File: config.mk
export PLATFORM = sky130hd
export DESIGN_NAME = alu16_sequencer
export DESIGN_NICKNAME = d
export VERILOG_FILES = /design/src/rtl/alu16_sequencer.sv
export SDC_FILE = /design/constraint.sdc
export NUM_CORES = 1
export LEC_CHECK = 0
export ABC_CLOCK_PERIOD_IN_PS = 2000
export CAP_MARGIN = 25
export CELL_PAD_IN_SITES_DETAIL_PLACEMENT = 1
export CELL_PAD_IN_SITES_GLOBAL_PLACEMENT = 1
export CORE_ASPECT_RATIO = 1.1
export CORE_MARGIN = 2
export CORE_UTILIZATION = 33
export CTS_BUF_LIST = sky130_fd_sc_hd__clkbuf_16
export DETAILED_ROUTE_END_ITERATION = 12
export PLACE_DENSITY_LB_ADDON = 0.1
export RECOVER_POWER = 100
export SYNTH_ARGS = -nofsm -noshare
export SYNTH_HDL_FRONTEND = slang
export SYNTH_SLANG_ARGS = --single-unit
File: constraint.sdc
create_clock -name clk -period 2 [get_ports clk]
set_input_delay 0.6 -clock clk [delete_from_list [all_inputs] [get_ports clk]]
set_output_delay 0.6 -clock clk [all_outputs]
set_load 0.005 [all_outputs]
File: src/rtl/alu16_sequencer.sv
// Two-pass 16-bit sequencer for the shared 8-bit ALU: splits each wide op into byte passes
// (lo/hi, or hi/lo for right shifts), chaining carry through the ALU's own carry flag.

`ifndef OP_ADD
`define OP_ADD 4'd0
`define OP_ADC 4'd1
`define OP_SUB 4'd2
`define OP_SBC 4'd3
`define OP_AND 4'd4
`define OP_OR  4'd5
`define OP_XOR 4'd6
`define OP_MOV 4'd7
`define OP_CMP 4'd8
`define OP_NEG 4'd0
`define OP_COM 4'd1
`define OP_LSL 4'd2
`define OP_LSR 4'd3
`define OP_ROL 4'd4
`define OP_ROR 4'd5
`define OP_RLC 4'd6
`define OP_RRC 4'd7
`endif

module alu16_sequencer (
  input  logic        clk,
  input  logic        reset_n,
  input  logic        start,
  input  logic        wide,
  input  logic        single_op,
  input  logic [3:0]  op,
  input  logic [15:0] opa,
  input  logic [15:0] opb,
  output logic        busy,
  output logic        done,
  output logic        err,
  output logic [15:0] result,
  output logic [3:0]  flags,
  output logic        alu_cs_in,
  output logic        alu_cs_out,
  output logic        alu_cs_flags,
  output logic        alu_single,
  output logic [3:0]  alu_operator,
  output logic [7:0]  alu_value1,
  output logic [7:0]  alu_value2,
  input  logic [7:0]  alu_bus,
  input  logic [3:0]  alu_flags
);

  typedef enum logic [1:0] {IDLE, P1, P2, FIN} state_t;

  state_t      state, state_nxt;
  logic [3:0]  op_q;
  logic        single_q, wide_q, rshift_q, reject_q;
  logic [15:0] a_q, b_q;
  logic [7:0]  byte_p1;
  logic        use_hi;
  logic [15:0] res_fin;
  logic [3:0]  flags_fin;
  logic        unused_alu_zn;

  // ALU z and n are recomputed here over the full width.
  assign unused_alu_zn = ^alu_flags[1:0];

  function automatic logic is_illegal_wide(input logic s, input logic [3:0] o);
    return s && (o == `OP_NEG || o == `OP_ROL || o == `OP_ROR);
  endfunction

  function automatic logic is_rshift(input logic s, input logic [3:0] o);
    return s && (o == `OP_LSR || o == `OP_RRC);
  endfunction

  function automatic logic [3:0] pass_op(input logic s, input logic w, input logic first,
                                         input logic [3:0] o);
    logic [3:0] r;
    r = o;
    if (w) begin
      if (!s) begin
        if (o == `OP_CMP)                r = first ? `OP_SUB : `OP_SBC;
        else if (!first && o == `OP_ADD) r = `OP_ADC;
        else if (!first && o == `OP_SUB) r = `OP_SBC;
      end else if (!first) begin
        if (o == `OP_LSL)      r = `OP_RLC;
        else if (o == `OP_LSR) r = `OP_RRC;
      end
    end
    return r;
  endfunction

  // Right shifts walk hi byte first so the shifted-out bit lands in the lo byte.
  assign use_hi = (state == P1) ? rshift_q : ~rshift_q;

  always_comb begin
    if (!wide_q)       res_fin = {8'h00, alu_bus};
    else if (rshift_q) res_fin = {byte_p1, alu_bus};
    else               res_fin = {alu_bus, byte_p1};
    flags_fin = {alu_flags[3], alu_flags[2], (res_fin == 16'h0000),
                 (wide_q ? res_fin[15] : res_fin[7])};
  end

  always_comb begin
    state_nxt    = state;
    busy         = (state != IDLE);
    done         = 1'b0;
    err          = 1'b0;
    alu_cs_in    = 1'b0;
    alu_cs_out   = 1'b0;
    alu_cs_flags = 1'b0;
    alu_single   = 1'b0;
    alu_operator = 4'h0;
    alu_value1   = 8'h00;
    alu_value2   = 8'h00;
    case (state)
      IDLE: if (start) state_nxt = (wide && is_illegal_wide(single_op, op)) ? FIN : P1;
      P1, P2: begin
        state_nxt    = (state == P1 && wide_q) ? P2 : FIN;
        alu_cs_in    = 1'b1;
        alu_cs_out   = 1'b1;
        alu_cs_flags = 1'b1;
        alu_single   = single_q;
        alu_operator = pass_op(single_q, wide_q, (state == P1), op_q);
        alu_value1   = use_hi ? a_q[15:8] : a_q[7:0];
        alu_value2   = use_hi ? b_q[15:8] : b_q[7:0];
      end
      FIN: begin
        state_nxt = IDLE;
        done      = ~reject_q;
        err       = reject_q;
      end
      default: state_nxt = IDLE;
    endcase
  end

  always_ff @(posedge clk or negedge reset_n) begin
    if (!reset_n) begin
      state    <= IDLE;
      op_q     <= 4'h0;
      single_q <= 1'b0;
      wide_q   <= 1'b0;
      rshift_q <= 1'b0;
      reject_q <= 1'b0;
      a_q      <= 16'h0000;
      b_q      <= 16'h0000;
      byte_p1  <= 8'h00;
      result   <= 16'h0000;
      flags    <= 4'h0;
    end else begin
      state <= state_nxt;
      case (state)
        IDLE: if (start) begin
          op_q     <= op;
          single_q <= single_op;
          wide_q   <= wide;
          rshift_q <= wide && is_rshift(single_op, op);
          reject_q <= wide && is_illegal_wide(single_op, op);
          a_q      <= opa;
          b_q      <= opb;
        end
        P1: begin
          if (wide_q) begin
            byte_p1 <= alu_bus;
          end else begin
            result <= res_fin;
            flags  <= flags_fin;
          end
        end
        P2: begin
          result <= res_fin;
          flags  <= flags_fin;
        end
        default: ;
      endcase
    end
  end

endmodule

==> flow_summary_export.csv <==
group,metric,value,unit
yosys,synthTopCellsByCount,"dfrtp_1, nand2_1, mux2_2, mux2i_1, a21boi_0",
placed_design,place_congestion,0.7354,
layout,finalNonFillerCells,576,
global_routing,grt_use_total,17.83,%
timing,fin_crit_sh,121.1,%
yosys,yosysUniqueCellTypes,32,
placed_design,dpl_cell_area,0.004810,mm²
critical_path,critPathLaunch,"state[1]",
status,violations,"negative setup slack",
yosys,synth.most_common_cell,"dfrtp_1",
timing,slew_headroom,33.81,%
floorplanning,die_y,110.6,µm
hold_path,min_from,"result[1]",
critical_path,cp.required,1400,ps
power,p_leak,2.398,nW
routing,viasPerCell,4.875,
power,power.density,1782,mW/mm²
power,swShare,34.60,%
yosys,synth.top_cell.area_share,51.36,%
critical_path,cp_max_fo,6,
timing,worstMarginPinSlew,992.8,ps
critical_path,max_stage_delay,390,ps
routing,wl,9521,µm
global_routing,grt_max_degree,71,
critical_path,path_class,"reg -> out",
layout,drive_above_1_share,43.64,%
power,p_comb_share,55.5,%
clock_network,clock_latency,330,ps
layout,areaGrowthSynthToFinish,59.54,%
routing,drt_iter0_markers,56,
floorplanning,coreArea,0.009985,mm²
status,status,"finished with violations",
routing,dr_total_vias,2808,
routing,drc,0,
clock_network,clockBufferDepth,2,
clock_network,numCtsBuffers,9,
critical_path,reg2reg_from,"state[1]",
yosys,yosysWarnings,0,
routing,ant_nets,0,
run,maxCapViolations,0,
timing,drv_slew,0,
clock_network,htreeDepth,3,
yosys,netlist_instances,309,
floorplanning,start_util,34.16,%
critical_path,path_cells,"inv_2 > ha_4 > xor2_4 > buf_12 > buf_12 > nand2_4 > a21boi_2 > buf_2",
timing,clock.fmax,413.0,MHz
yosys,async_reset_ff_share,100.0,%
power,ir_drop,767.7,µV
placed_design,pre_cts_ws,-582.4,ps
yosys,syn_nets,366,
yosys,synth_top_cell_by_area,"dfrtp_1",
timing,final.min_clock_period,2421,ps
yosys,syn-cell-area,0.003411,mm²
critical_path,crit_top_cell,"buf_12",
critical_path,critPathArrivalTime,1820,ps
layout,nets,509,
critical_path,endpoint_kind,"output pin",
layout,diodes,0,
layout,finalInstanceArea,0.005441,mm²
yosys,ys_ff_latch,70,
power,seq_power_share,27.1,%
clock_network,clkSlewWorstSetupHoldPaths,50,ps
floorplanning,rows,38,
floorplanning,io_pins,100,
critical_path,crit_path_start_kind,"flop",
yosys,ys.flop_type,"dfrtp_1",
power,p_clk_share,17.4,%
placed_design,dp.cells,543,
timing,finalSetupViolCount,26,
hold_path,min_path_type,"reg -> reg",
timing,hold_violations,0,
placed_design,io_buffers,97,
power,p_int,6.342,mW
timing,tns,-8044,ps
yosys,synth_edf_count,0,
clock_network,clock-sinks,70,
timing,rsz0062_at_grt,"true",
routing,wl_per_cell,16.53,µm
global_routing,grt_pass1_vias,3036,
global_routing,antenna_found_initial,0,
floorplanning,die_area,0.01117,mm²
placed_design,dp_hpwl,6373,µm
power,switching_power,3.355,mW
clock_network,cts_root_buffer,"clkbuf_16",
timing,finClkSkew,7.258,ps
floorplanning,die_x,100.9,µm
routing,first_pass_iters,3,
critical_path,cp_slowest_cell,"dfrtp_1",
timing,fin_ws,-421.4,ps
yosys,synthTopCellsByArea,"dfrtp_1, mux2_2, nand2_1, mux2i_1, a21boi_0",
global_routing,grt_pass1_wl,15660,µm
yosys,avgSynthCellArea,11.04,µm²
global_routing,grt_overflow,0,
yosys,yosysSeqAreaShare,51.36,%
clock_network,cts_tree,"yes",
-- critical path, delay by kind of cell, from the launching register on --
| kind | cells | cell delay [ps] |
|---|---|---|
| AO/OA/AOI/OAI | 1 | 160 |
| XOR/XNOR | 1 | 210 |
| adder cells (fa/ha/maj) | 1 | 200 |
| buffers and inverters | 4 | 490 |
| flip-flops | 1 | 390 |
| AND/OR/NAND/NOR | 1 | 50 |
-- through the flow --
step | util [%] | hold slack (ps) | power (mW)
after floorplan | - | 304.4 | 4.821
after global placement | 48.17 | 462.8 | 7.084
after detailed placement | 48.17 | 466.8 | 7.171
after CTS | 53.18 | 293.7 | 9.405
after global routing | 54.50 | 500.3 | 10.40
final | 54.50 | 467.0 | 9.697
-- power groups by stage --
stage               logic, mW  clock network (mW)  registers [mW]
floorplan                2.35                   0            2.47
global placement         4.54                   0            2.54
detailed placement       4.59                   0            2.58
CTS                      5.07                1.73            2.61
global route             5.88                1.79            2.73
finish                   5.38                1.69            2.62
-- kinds of logic (layout without fill, tap and decap cells) --
group	after synthesis	after routing	share of synthesized area (%)
compound gates	58	58	11.08
simple gates	85	85	10.71
mux	66	66	21.13
flops	70	70	51.36
xor+xnor	2	2	0.5137
fa+ha+maj	4	4	1.467
buf+inv	24	171	3.742
-- layer usage --
layer | routed length [µm] | track usage, % | up-vias
li1 | - | - | 1368
met3 | 412 | 3.418 | 9
met4 | 121 | 6.216 | 0
met1 | 4094 | 23.23 | 1369
met2 | 4893 | 29.33 | 62
met5 | 0 | 0 | -
-- final timing paths --
kind	to	slack (ps)	cells after the start
worst min-delay path	result[1]	470	2
min in group asynchronous	result[13]	570	2
worst max register to register	b_q[1]	70	8
worst max-delay path	alu_value1[5]	-420	8
worst min register to register	result[1]	470	2
max in group asynchronous	rshift_q	730	2
-- state kept, by name, summed over array words and instances, names as in the netlist --
register and cells:
wide_q 1, state 2, flags 4, b_q 16
reject_q 1, op_q 4, byte_p1 8, a_q 16
result 16, single_q 1, rshift_q 1
-- cell type report --
cell class | count | area, µm²
clock inverters | 6 | 87.58
flip-flops and latches | 70 | 1753
clock buffers | 9 | 225.2
multi-input cells | 215 | 1789
well taps | 120 | 150.1
inverters | 4 | 17.52
repair buffers | 152 | 1419
fillers | 1082 | 4543
-- repair_timing --
action	in CTS	in global routing
pin swaps	31	12
cloned	1	1
resized for setup	164	34
setup endpoints to repair	39	44
hold buffers	0	0
setup buffers	13	5
-- cell usage in the layout (no fill, tap or decap), drive strengths merged, types with 2 or more instances in the layout --
cell           Yosys  final
nor2               9      9
nand2             57     57
ha                 4      4
mux2              48     48
nand2b             4      4
a21boi            16     16
a2111oi            2      2
clkinv             1      3
dfrtp             70     70
dlygate4sd3        0     16
and2               2      2
o31ai             10     10
a31oi              2      2
clkbuf             5     14
clkinvlp           0      2
nor2b              5      5
nor3               4      4
inv                3      3
o21ai             12     12
a21oi             14     14
bufinv             0      2
buf               15     78
clkdlybuf4s50      0     53
mux2i             18     18
Note: power is estimated with default switching activity, not from simulation.
